### config.mk
export PLATFORM = sky130hd
export DESIGN_NAME = tff_pulse_sequencer_flat
export DESIGN_NICKNAME = d
export VERILOG_FILES = /design/src/rtl/tff_seq_pkg.sv /design/src/rtl/tff_pulse_sequencer_if.sv /design/src/rtl/tff_seq_cnt.sv /design/src/rtl/tff_pulse_sequencer.sv /design/src/flat_wrapper.sv
export SDC_FILE = /design/constraint.sdc
export NUM_CORES = 1
export LEC_CHECK = 0
export BUFFER_PORTS_ARGS = -buffer_cell sky130_fd_sc_hd__buf_2
export CAP_MARGIN = 0
export CORE_MARGIN = 1
export CORE_UTILIZATION = 44
export CTS_CLUSTER_DIAMETER = 100
export DETAILED_ROUTE_END_ITERATION = 8
export PLACE_DENSITY = 0.74
export SETUP_SLACK_MARGIN = 0.2
export SLEW_MARGIN = 30
export SYNTH_ARGS = -nofsm -noshare
export SYNTH_HDL_FRONTEND = slang
export SYNTH_SLANG_ARGS = --single-unit
### constraint.sdc
create_clock -name i_clk -period 1.9 [get_ports i_clk]
set_input_delay 0.38 -clock i_clk [delete_from_list [all_inputs] [get_ports i_clk]]
set_output_delay 0.38 -clock i_clk [all_outputs]
set_load 0.02 [all_outputs]
### src/rtl/tff_seq_pkg.sv
// Shared types and defaults for the T flip-flop pulse sequencer.
package tff_seq_pkg;

  typedef enum logic [1:0] {
    ST_IDLE  = 2'd0,
    ST_PULSE = 2'd1,
    ST_GAP   = 2'd2,
    ST_DONE  = 2'd3
  } state_t;

  localparam int NT_DEF  = 3;
  localparam int CW_DEF  = 8;
  localparam int GAP_DEF = 1;

  // Gap counter width: enough to hold GAP, never below one bit.
  function automatic int gap_cnt_width(input int gap);
    return (gap < 2) ? 1 : $clog2(gap + 1);
  endfunction

endpackage

### src/rtl/tff_pulse_sequencer_if.sv
// Command/toggle bundle between a requester and the pulse sequencer.
interface tff_pulse_sequencer_if
  import tff_seq_pkg::*;
#(
  parameter int NT = NT_DEF,
  parameter int CW = CW_DEF
) ();

  logic          cmd_valid;
  logic          cmd_ready;
  logic [NT-1:0] cmd_mask;
  logic [CW-1:0] cmd_count;
  logic          abort;
  logic [NT-1:0] t;
  logic          busy;
  logic          done;
  logic [CW-1:0] pulses_left;

  modport master (
    output cmd_valid, cmd_mask, cmd_count, abort,
    input  cmd_ready, t, busy, done, pulses_left
  );

  modport slave (
    input  cmd_valid, cmd_mask, cmd_count, abort,
    output cmd_ready, t, busy, done, pulses_left
  );

endinterface

### src/rtl/tff_seq_cnt.sv
// Loadable down-counter with zero flag; saturates at zero instead of wrapping.
module tff_seq_cnt #(
  parameter int W = 8
) (
  input  logic         i_clk,
  input  logic         i_rst,
  input  logic         i_load,
  input  logic [W-1:0] i_load_val,
  input  logic         i_dec,
  output logic [W-1:0] o_value,
  output logic         o_zero
);

  logic [W-1:0] r_value;

  always_ff @(posedge i_clk or posedge i_rst) begin
    if (i_rst) begin
      r_value <= '0;
    end else if (i_load) begin
      r_value <= i_load_val;
    end else if (i_dec && (r_value != '0)) begin
      r_value <= r_value - W'(1);
    end
  end

  assign o_value = r_value;
  assign o_zero  = (r_value == '0);

endmodule

### src/rtl/tff_pulse_sequencer.sv
// Issues N one-cycle toggle pulses on t, spaced by GAP idle cycles, then strobes done.
module tff_pulse_sequencer
  import tff_seq_pkg::*;
#(
  parameter int NT  = NT_DEF,
  parameter int CW  = CW_DEF,
  parameter int GAP = GAP_DEF
) (
  input logic                  i_clk,
  input logic                  i_rst,
  tff_pulse_sequencer_if.slave bus
);

  localparam int GW = gap_cnt_width(GAP);

  state_t        r_state;
  state_t        w_state_next;
  logic [NT-1:0] r_mask;

  logic          w_accept;
  logic [CW-1:0] w_pl_value;
  logic          w_pl_zero;
  logic          w_pl_last;
  logic [GW-1:0] w_gap_value;
  logic          w_gap_zero;
  logic          w_gap_last;
  logic          w_gap_load;

  assign w_accept   = (r_state == ST_IDLE) && bus.cmd_valid;
  assign w_pl_last  = w_pl_zero || (w_pl_value == CW'(1));
  assign w_gap_last = w_gap_zero || (w_gap_value == GW'(1));
  assign w_gap_load = (w_state_next == ST_GAP) && (r_state != ST_GAP);

  tff_seq_cnt #(.W(CW)) u_pulse_cnt (
    .i_clk      (i_clk),
    .i_rst      (i_rst),
    .i_load     (w_accept && (bus.cmd_count != '0)),
    .i_load_val (bus.cmd_count),
    .i_dec      (r_state == ST_PULSE),
    .o_value    (w_pl_value),
    .o_zero     (w_pl_zero)
  );

  tff_seq_cnt #(.W(GW)) u_gap_cnt (
    .i_clk      (i_clk),
    .i_rst      (i_rst),
    .i_load     (w_gap_load),
    .i_load_val (GW'(GAP)),
    .i_dec      (r_state == ST_GAP),
    .o_value    (w_gap_value),
    .o_zero     (w_gap_zero)
  );

  always_ff @(posedge i_clk or posedge i_rst) begin
    if (i_rst) begin
      r_state <= ST_IDLE;
      r_mask  <= '0;
    end else begin
      r_state <= w_state_next;
      if (w_accept) begin
        r_mask <= bus.cmd_mask;
      end
    end
  end

  // A pulse on t during an abort cycle still counts; abort only cuts the remainder.
  always_comb begin
    w_state_next = r_state;
    case (r_state)
      ST_IDLE: begin
        if (bus.cmd_valid) begin
          w_state_next = (bus.cmd_count == '0) ? ST_DONE : ST_PULSE;
        end
      end
      ST_PULSE: begin
        if (bus.abort || w_pl_last) begin
          w_state_next = ST_DONE;
        end else if (GAP == 0) begin
          w_state_next = ST_PULSE;
        end else begin
          w_state_next = ST_GAP;
        end
      end
      ST_GAP: begin
        if (bus.abort) begin
          w_state_next = ST_DONE;
        end else if (w_gap_last) begin
          w_state_next = ST_PULSE;
        end
      end
      ST_DONE: w_state_next = ST_IDLE;
      default: w_state_next = ST_IDLE;
    endcase
  end

  assign bus.t           = (r_state == ST_PULSE) ? r_mask : '0;
  assign bus.busy        = (r_state == ST_PULSE) || (r_state == ST_GAP);
  assign bus.done        = (r_state == ST_DONE);
  assign bus.cmd_ready   = (r_state == ST_IDLE);
  assign bus.pulses_left = w_pl_value;

endmodule

### src/flat_wrapper.sv
// flat-port wrapper written by rule: the top's interface ports become plain ports
module tff_pulse_sequencer_flat import tff_seq_pkg::*;
#(
  parameter int NT  = NT_DEF,
  parameter int CW  = CW_DEF,
  parameter int GAP = GAP_DEF
)
  (i_clk, i_rst, bus_cmd_valid, bus_cmd_mask, bus_cmd_count, bus_abort, bus_cmd_ready, bus_t, bus_busy, bus_done, bus_pulses_left);
  tff_pulse_sequencer_if #(.NT(NT), .CW(CW)) bus_i ();
  input logic i_clk;
  input logic i_rst;
  input wire logic [$bits(bus_i.cmd_valid)-1:0] bus_cmd_valid;
  input wire logic [$bits(bus_i.cmd_mask)-1:0] bus_cmd_mask;
  input wire logic [$bits(bus_i.cmd_count)-1:0] bus_cmd_count;
  input wire logic [$bits(bus_i.abort)-1:0] bus_abort;
  output wire logic [$bits(bus_i.cmd_ready)-1:0] bus_cmd_ready;
  output wire logic [$bits(bus_i.t)-1:0] bus_t;
  output wire logic [$bits(bus_i.busy)-1:0] bus_busy;
  output wire logic [$bits(bus_i.done)-1:0] bus_done;
  output wire logic [$bits(bus_i.pulses_left)-1:0] bus_pulses_left;
  assign bus_i.cmd_valid = bus_cmd_valid;
  assign bus_i.cmd_mask = bus_cmd_mask;
  assign bus_i.cmd_count = bus_cmd_count;
  assign bus_i.abort = bus_abort;
  assign bus_cmd_ready = bus_i.cmd_ready;
  assign bus_t = bus_i.t;
  assign bus_busy = bus_i.busy;
  assign bus_done = bus_i.done;
  assign bus_pulses_left = bus_i.pulses_left;
  tff_pulse_sequencer #(.NT(NT), .CW(CW), .GAP(GAP)) u_core (.i_clk(i_clk), .i_rst(i_rst), .bus(bus_i));
endmodule
==> flow_summary.toml, run 1 <==
[yosys]
yosys.area.top_type = "dfrtp_1"
synthCells = 93
synth_cell_type_count = 30
synth-seq-cells = 13
syn-num-nets = 115
avgSynthCellArea_um2 = 9.59
ys.flop_type = "dfrtp_1"
synth_edf_count = 0
ys_warn_count = 0
synth_top_cell_area_share_pct = 36.5
synth_commonest_cells = "dfrtp_1, nand2_1, ha_1, nor2_1"
ys_seq_area_share_pct = 36.5
synth_area_um2 = 892
async_flop_share_pct = 100
yosysMostFrequentCell = "dfrtp_1"
synth_area_leaders = "dfrtp_1, ha_1, mux2_2"

[sta]
final_max_slew_viol_count = 0
clock_skew_ns = 0.00797
hold_viol_final = 0
tightestPinTransition_ns = 0.507
hold_ws_ns = 0.119
max_clock_freq_ghz = 0.596
setup_violations = 0
rsz0062_at_grt = "true"
period_share_pct = 88.2
timing.slew.headroom_pct = 66.2
fin_setup_tns_ns = 0
period_needed_ns = 1.68

[global_route]
grt_overflow = 0
grt_start_max_net_pins = 14
first_global_vias = 803
track_usage_pct = 21.8
met1_usage_pct = 28.7
antenna_found_initial = 0
met2_usage_pct = 36.4
use_met3_pct = 3.46
busiest_layer = "met2"
grt_pass1_wl_um = 3420

[cells_and_area]
drive_above_1_share_pct = 51.5
fin_nets = 159
n_antenna_cell = 0
syn_to_final_growth_pct = 43.9
fillCellCount = 148

[power_and_ir_drop]
seqPwrFrac_pct = 27.8
swShare_pct = 45.4
p_sw_mw = 1.06
ir_worst_vdd_uv = 997
power.leakage_nw = 0.582
internal_power_mw = 1.27
clkPwrFrac_pct = 7.3
pwr-share-comb_pct = 64.9
power_density_nw_per_um2 = 1820

[setup_path]
crit_required_ns = 1.52
cp_max_fo = 4
arrival_ns = 1.30
cp-end-kind = "primary output"
critical_path.slowest_cell = "dfrtp_2"
slowest_delay_ns = 0.45
crit_type = "flip-flop to primary output"
cp_num_buf_inv = 2
crit_top_cell = "buf_6"
cp_top_family = "flip-flops"
start_kind = "flip-flop"
worstPathCellList = "ha_4 > buf_6 > and2_4 > buf_6"

[clock_tree]
clockBufferDepth = 2
clk_latency_ns = 0.27
cts_buffers = 3
htreeDepth = 1
clk_pin_slew_ns = 0.08
cts_root_buf = "clkbuf_4"
ctsHoldBuffers = 0
cts.sinks = 13
cts_tree = "yes"

[worst_hold_path]
min_path_type = "input port to async pin"

[drt]
drc_errors = 0
routed_wl_um = 2150
final_antenna_net_count = 0
vias_per_cell = 5.25
vias = 845
wl_per_cell_um = 13.4
drt_pass1_iterations = 4
first_iter_violations = 23

[floorplanning]
core_area_um2 = 1820
fp.dieH_um = 47.0
die_x_um = 47.0
die-area_um2 = 2210
initial_core_util_pct = 49.0
rows = 15
ios = 29

[place]
numPortBuffers = 28
hpwl_um = 1540
place_congestion = 0.856

[flow_run]
drv_cap = 0

[status]
status = "finished, final reports clean"
-- per-layer routing --
layer  vias up  part of all wire, %
met5         -                    0
met3         2                  3.3
met2        20                   50
met4         0                 0.56
met1       408                   46
li1        415                    -
-- metrics by stage --
| step | setup WS, ns | utilization [%] | cell area (µm²) | instances | power (mW) |
|---|---|---|---|---|---|
| after floorplan | 0.203 | - | 921 | 93 | 1.52 |
| after global placement | 0.195 | 60.3 | 1100 | 147 | 1.77 |
| after detailed placement | 0.140 | 60.3 | 1100 | 147 | 1.82 |
| after CTS | 0.208 | 65.8 | 1200 | 156 | 2.15 |
| after global routing | 0.173 | 70.5 | 1280 | 161 | 2.54 |
| final | 0.224 | 70.5 | 1280 | 161 | 2.33 |
-- cells by family after synthesis --
group                      count (synthesis)  share of synthesized area [%]
DFF                                       13                           36.5
adders and majority gates                  7                           9.82
AOI/OAI and AO/OA                         17                           12.3
xor gates and xnor gates                   1                          0.982
and+or+nand+nor                           36                           24.0
muxes                                     10                           12.3
buffers and inverters                      9                           4.07
-- timing repair --
| action | CTS | global route |
|---|---|---|
| endpoints found under the setup margin | 5 | 7 |
| gates resized for setup | 10 | 12 |
| pin swaps | 2 | 4 |
| buffers inserted | 5 | 5 |
| endpoints found under the hold margin | 0 | 0 |
-- state kept, by name (all words and copies together), names as in the netlist --
register / cells
u_core.r_mask: 3
u_core.r_state: 2
u_core.u_pulse_cnt.o_value: 8
-- layout make-up --
type                            instances  area [µm²]  area share [%]
Multi-Input combinational cell         71         607            47.3
Sequential cell                        13         329            25.6
Timing Repair Buffer                   42         268            20.9
Tap cell                               25        31.3            2.44
Clock buffer                            4        26.3            2.05
Inverter                                6        22.5            1.75
-- power groups by stage --
stage | combinational [mW] | sequential [mW] | clock [mW]
after CTS | 1.34 | 0.628 | 0.178
after floorplan | 0.813 | 0.705 | 0
final | 1.51 | 0.648 | 0.169
after global routing | 1.68 | 0.675 | 0.190
after detailed placement | 1.18 | 0.637 | 0
after global placement | 1.15 | 0.626 | 0
-- final timing paths --
check,startpoint,endpoint,slack [ns],cells after the start
max,u_core.r_state[0],bus_t[1],0.22,4
min,i_rst,u_core.r_state[1],0.12,2
max reg2reg,u_core.u_pulse_cnt.o_value[4],u_core.u_pulse_cnt.o_value[7],0.26,4
min reg2reg,u_core.r_mask[2],u_core.r_mask[2],0.52,1
max in group asynchronous,i_rst,u_core.u_pulse_cnt.o_value[4],1.41,2
min in group i_clk,bus_cmd_count[1],u_core.u_pulse_cnt.o_value[1],0.33,3
-- placed cells by master (no fill, tap or decap), types with 2 or more instances in the layout --
| master | instances |
|---|---|
| clkbuf_4 | 3 |
| ha_1 | 4 |
| nor3_1 | 2 |
| buf_6 | 4 |
| nor4_1 | 2 |
| nand2_1 | 10 |
| nor2_1 | 7 |
| mux2i_1 | 2 |
| inv_1 | 4 |
| o21ai_1 | 5 |
| buf_2 | 25 |
| ha_4 | 3 |
| inv_2 | 2 |
| dfrtp_1 | 10 |
| a211oi_1 | 2 |
| dfrtp_2 | 3 |
| and2_1 | 2 |
| and2_4 | 3 |
| buf_4 | 13 |
| a21oi_1 | 4 |
| mux2_2 | 6 |
(Power assumes the default switching activity.)
==> run 2: changes to the inputs <==
- ABC_AREA: unset -> 1
- BUFFER_PORTS_ARGS: -buffer_cell sky130_fd_sc_hd__buf_2 -> -buffer_cell sky130_fd_sc_hd__buf_4
- CORE_UTILIZATION: 44 -> 45
==> run 2 against run 1 <==
Compared with the run above:
- synthesized cell count rose by 46%
- wire length decreased by 7.5%
- clock skew down 0.0066 ns
- combinational power is 5% lower
- total power shrank 6.8%
- final area is 1.2% lower
- count of clock-buffer cells in the layout did not move
- sequential share of layout area is 0.11 points higher
- maximum frequency grew 3.2%
- clock power increased by 5%
- synthesized area is 7.3% higher
- sequential cell count is the same
==> flow_summary.toml, run 2 <==
[place]
place_inst = 191
place_congestion = 0.756
dp_worst_setup_slack_ns = 0.333
numPortBuffers = 28
hpwl_um = 1540

[sta]
period_share_pct = 85.5
final_max_slew_viol_count = 0
hold_viol_final = 0
setup_violations = 0
timing.slew.headroom_pct = 65.1
max_clock_freq_ghz = 0.616
worst_slack_ns = 0.276
tightestPinTransition_ns = 0.523
clock_skew_ns = 0.00136
fin_setup_tns_ns = 0
period_needed_ns = 1.62
rsz0062_at_grt = "false"

[power_and_ir_drop]
ir_worst_vdd_uv = 938
p_total_mw = 2.17
clkPwrFrac_pct = 8.1
power.leakage_nw = 0.724
pwr-share-comb_pct = 66.2
swShare_pct = 49.5
seqPwrFrac_pct = 25.7
p_sw_mw = 1.07
internal_power_mw = 1.10
power_density_nw_per_um2 = 1710

[drt]
met3WireLength_um = 94
first_iter_violations = 24
final_antenna_net_count = 0
drt_pass1_iterations = 4
routed_wl_um = 1990
wl_met1_um = 871
dr.max_layer_used = "met4"
vias_per_cell = 4.59
met2WireLength_um = 984
vias = 904
drc_errors = 0
wl_per_cell_um = 10.1

[setup_path]
crit_required_ns = 1.52
cp_max_fo = 5
crit_start = "u_core.r_state[0]"
cp-end-kind = "primary output"
critical_path.slowest_cell = "dfrtp_2"
arrival_ns = 1.24
worstPathCellList = "inv_1 > ha_1 > buf_4"
crit_type = "flip-flop to primary output"
r2r-start = "u_core.r_state[0]"
start_kind = "flip-flop"
slowest_delay_ns = 0.42

[global_route]
grt_pass1_wl_um = 2890
first_global_vias = 708
grt_overflow = 0
track_usage_pct = 18.9
antenna_found_initial = 0
grt_start_max_net_pins = 14

[yosys]
syn-num-nets = 158
async_flop_share_pct = 100
yosysMostFrequentCell = "nand2_1"
ys.flop_type = "dfrtp_1"
synth-seq-cells = 13
synth_cell_type_count = 17
ys_warn_count = 0
avgSynthCellArea_um2 = 7.04
synth_area_um2 = 957
synth_top_cell_area_share_pct = 34.0
yosys.area.top_type = "dfrtp_1"
synthCells = 136
synth_commonest_cells = "nand2_1, inv_1, dfrtp_1, nor2_1, nand3_1"
synth_area_leaders = "dfrtp_1, nand2_1, ha_1"
synth_edf_count = 0
ys_seq_area_share_pct = 34.0

[floorplanning]
ios = 29
fp.dieH_um = 48.1
initial_core_util_pct = 48.3
die_x_um = 48.1
die-area_um2 = 2320
rows = 16
core_area_um2 = 1980

[cells_and_area]
n_antenna_cell = 0
final_cell_mix = "nand2_1, buf_4, inv_1"
final_common_cell = "nand2_1"
syn_to_final_growth_pct = 32.5
finalNonFillerCells = 197
drive_above_1_share_pct = 28.8
postLayoutCoreUtil_pct = 64.0
largest_reg_flops = 8
fin_nets = 193

[clock_tree]
cts.sinks = 13
clockBufferDepth = 2
cts_tree = "yes"
htreeDepth = 1
cts_buffers = 3
cts_root_buf = "clkbuf_4"
clk_pin_slew_ns = 0.08
clk_latency_ns = 0.28

[flow_run]
drv_cap = 0

[status]
status = "finished, final reports clean"

[worst_hold_path]
min_path_type = "input port to async pin"
==> run 2: changes by cell type after synthesis, sizes merged, moves of 6 or more <==
cell | previous run | this run
nor2 | 7 | 17
nand3 | 0 | 12
nand2 | 10 | 50
mux2 | 8 | 0
xor2 | 0 | 6
inv | 6 | 25
and2 | 6 | 0
==> run 2: metrics by stage <==
stage | hold WS [ns] | cell area [µm²]
floorplan | 0.257 | 957
global placement | 0.438 | 1200
detailed placement | 0.446 | 1200
CTS | 0.141 | 1240
global route | 0.162 | 1270
finish | 0.129 | 1270
==> run 2: power groups by stage <==
stage	Combinational (mW)	Sequential [mW]	Clock (mW)
3_3_place_gp	1.37	0.547	0
5_1_grt	1.62	0.579	0.194
4_1_cts	1.41	0.554	0.179
2_1_floorplan	0.915	0.625	0
3_5_place_dp	1.37	0.553	0
6_report	1.44	0.557	0.177
==> run 2: worst max-delay path: cells and delay by family (launching register included) <==
kind,cells,cell delay [ns]
flip-flops,1,0.42
buffers and inverters,2,0.25
adder cells (fa/ha/maj),1,0.29
==> run 2: what timing repair did <==
action	CTS	global route
hold buffers	0	0
buffers inserted	0	2
pin swaps	0	1
setup endpoints to repair	3	12
resized for setup	2	2
==> run 2: area by class of cell <==
type                            instances  area, µm²
Clock buffer                            4       26.3
Fill cell                             191        713
Inverter                               25       96.3
Multi-Input combinational cell         98        548
Sequential cell                        13        327
Tap cell                               27       33.8
Timing Repair Buffer                   30        238
==> run 2: layer usage <==
layer	vias up	track usage (%)
met5	-	0
met4	0	11.1
met3	5	2.59
met2	28	30.8
met1	393	23.8
li1	478	-
==> run 2: final timing paths <==
check | end | slack, ns | depth (start not counted)
setup / recovery | bus_busy | 0.28 | 3
hold / removal | u_core.r_mask[0] | 0.13 | 2
setup reg to reg | u_core.u_pulse_cnt.o_value[0] | 0.38 | 9
hold reg to reg | u_core.r_mask[0] | 0.49 | 2
max in group asynchronous | u_core.r_state[0] | 1.40 | 2
min in group i_clk | u_core.r_mask[1] | 0.29 | 3
==> run 2: cell families (layout without fill, tap and decap cells) <==
group / count (synthesis) / after routing / share of synthesized area (%)
fa+ha+maj: 7 / 7 / 9.15
xor+xnor: 6 / 6 / 5.49
flops: 13 / 13 / 34.0
buf+inv: 25 / 59 / 10.1
compound gates: 6 / 6 / 3.14
simple gates: 79 / 79 / 38.2
==> run 3: changes to the inputs <==
- BUFFER_PORTS_ARGS: -buffer_cell sky130_fd_sc_hd__buf_4 -> unset
- CORE_UTILIZATION: 45 -> 50
- DONT_BUFFER_PORTS: unset -> 1
- PLACE_DENSITY: 0.74 -> 0.68
==> run 3 against run 2 <==
Compared with the run above:
- clock power is essentially flat
- critical endpoint unchanged
- hold slack got worse by 0.13 ns
- maximum frequency shrank 0.74%
- largest cell class unchanged
- non-clock buffer count decreased by 27
- register-to-register slack worse by 0.07 ns
- highest routed layer unchanged
- critical path type unchanged
- critical path depth shrank 1
==> flow_summary.toml, run 3 (synthesis results as in run 2) <==
[cells_and_area]
seq_area_um2 = 327
fillCellCount = 187
final_common_cell = "nand2_1"
syn_to_final_growth_pct = 10.5
postLayoutCoreUtil_pct = 59.9
largest_reg_flops = 8
drive_above_1_share_pct = 16.0
n_antenna_cell = 0
fin_nets = 167
final_cell_mix = "nand2_1, inv_1, nor2_1, dfrtp_1, nand3_1"
multi_input_area_um2 = 554

[setup_path]
worstPathCellList = "inv_1 > ha_1"
start_kind = "flip-flop"
crit_required_ns = 1.52
crit_type = "flip-flop to primary output"
slowest_delay_ns = 0.46
arrival_ns = 1.26
cp_num_buf_inv = 1
cp-end-kind = "primary output"
critical_path.slowest_cell = "dfrtp_1"
cp_max_fo = 5
cp_top_family = "flip-flops"

[floorplanning]
initial_core_util_pct = 54.3
die-area_um2 = 2090
ios = 29
die_x_um = 45.8
core_area_um2 = 1760
fp.dieH_um = 45.8
rows = 15

[drt]
vias = 798
first_iter_violations = 19
wl_per_cell_um = 11.2
drt_pass1_iterations = 4
drc_errors = 0
routed_wl_um = 1900
final_antenna_net_count = 0
vias_per_cell = 4.72

[clock_tree]
clockBufferDepth = 2
cts.sinks = 13
clk_latency_ns = 0.28
ctsHoldBuffers = 0
htreeDepth = 1
cts_tree = "yes"
cts_buffers = 3
cts_root_buf = "clkbuf_4"
clk_pin_slew_ns = 0.09

[sta]
setup_violations = 0
timing.slew.headroom_pct = 66.2
max_clock_freq_ghz = 0.611
period_needed_ns = 1.64
period_share_pct = 86.1
rsz0062_at_grt = "true"
fin_setup_tns_ns = 0
final_max_slew_viol_count = 0
tightestPinTransition_ns = 0.507
hold_viol_final = 0
clock_skew_ns = 0.00518

[global_route]
grt_overflow = 0
track_usage_pct = 20.2
grt_pass1_wl_um = 2990
grt_start_max_net_pins = 14
antenna_found_initial = 0
first_global_vias = 739

[power_and_ir_drop]
p_sw_mw = 1.04
power.leakage_nw = 0.590
swShare_pct = 53.4
clkPwrFrac_pct = 9.2
power_density_nw_per_um2 = 1850
seqPwrFrac_pct = 34.0
ir_worst_vdd_uv = 984
pwr-share-comb_pct = 56.8
internal_power_mw = 0.910

[worst_hold_path]
min_path_type = "input port to async pin"

[place]
numPortBuffers = 0
place_congestion = 0.859
hpwl_um = 1450

[flow_run]
drv_cap = 0

[status]
status = "finished, final reports clean"
## run 3: cell count changes in the layout (fill, tap and decap cells not counted), sizes merged
cell	change
buf	-27
nor2	+1
## run 3: worst paths after layout
kind	start	end	slack (ns)	depth (start not counted)
worst min register to register	u_core.r_mask[2]	u_core.r_mask[2]	0.49	2
worst max-delay path	u_core.r_state[0]	bus_busy	0.26	2
worst min-delay path	i_rst	u_core.r_state[1]	0.0007	1
min in group i_clk	bus_cmd_mask[0]	u_core.r_mask[0]	0.21	2
worst max register to register	u_core.u_pulse_cnt.o_value[1]	u_core.u_pulse_cnt.o_value[0]	0.31	11
max in group asynchronous	i_rst	u_core.u_pulse_cnt.o_value[0]	1.53	1
## run 3: repair_timing
action / in CTS / in global routing
buffers inserted: 0 / 2
setup endpoints to repair: 3 / 9
pin swaps: 0 / 1
gates resized for setup: 2 / 2
gates cloned: 0 / 1
## run 3: layout make-up
class	count	area share (%)
multi-input cells	99	52.4
flip-flops and latches	13	30.9
inverters	25	9.11
well taps	25	2.96
clock buffers	4	2.49
repair buffers	3	2.13
## run 3: metrics by stage
stage               power [mW]  std cells  hold WS [ns]  worst slack [ns]  instance area (µm²)
finish                    1.95        169      0.000681             0.264                 1060
global route              2.14        169        0.0555             0.186                 1060
CTS                       1.94        166        0.0340             0.241                 1030
detailed placement        1.73        162         0.341             0.307                  996
global placement          1.72        162         0.326             0.309                  996
floorplan                 1.54        136         0.257             0.294                  957
## run 3: power groups by stage
stage	logic, mW	registers (mW)	clock network [mW]
finish	1.11	0.663	0.180
floorplan	0.915	0.625	0
global route	1.26	0.688	0.194
global placement	1.06	0.658	0
detailed placement	1.07	0.663	0
CTS	1.09	0.662	0.183
## run 3: metal layers
metal / wire length (µm) / up-vias / track usage [%]
met1: 816 / 357 / 24.0
met3: 72 / 5 / 3.97
met2: 977 / 14 / 35.7
met4: 34 / 0 / 7.06
li1: - / 422 / -
met5: 0 / - / 0
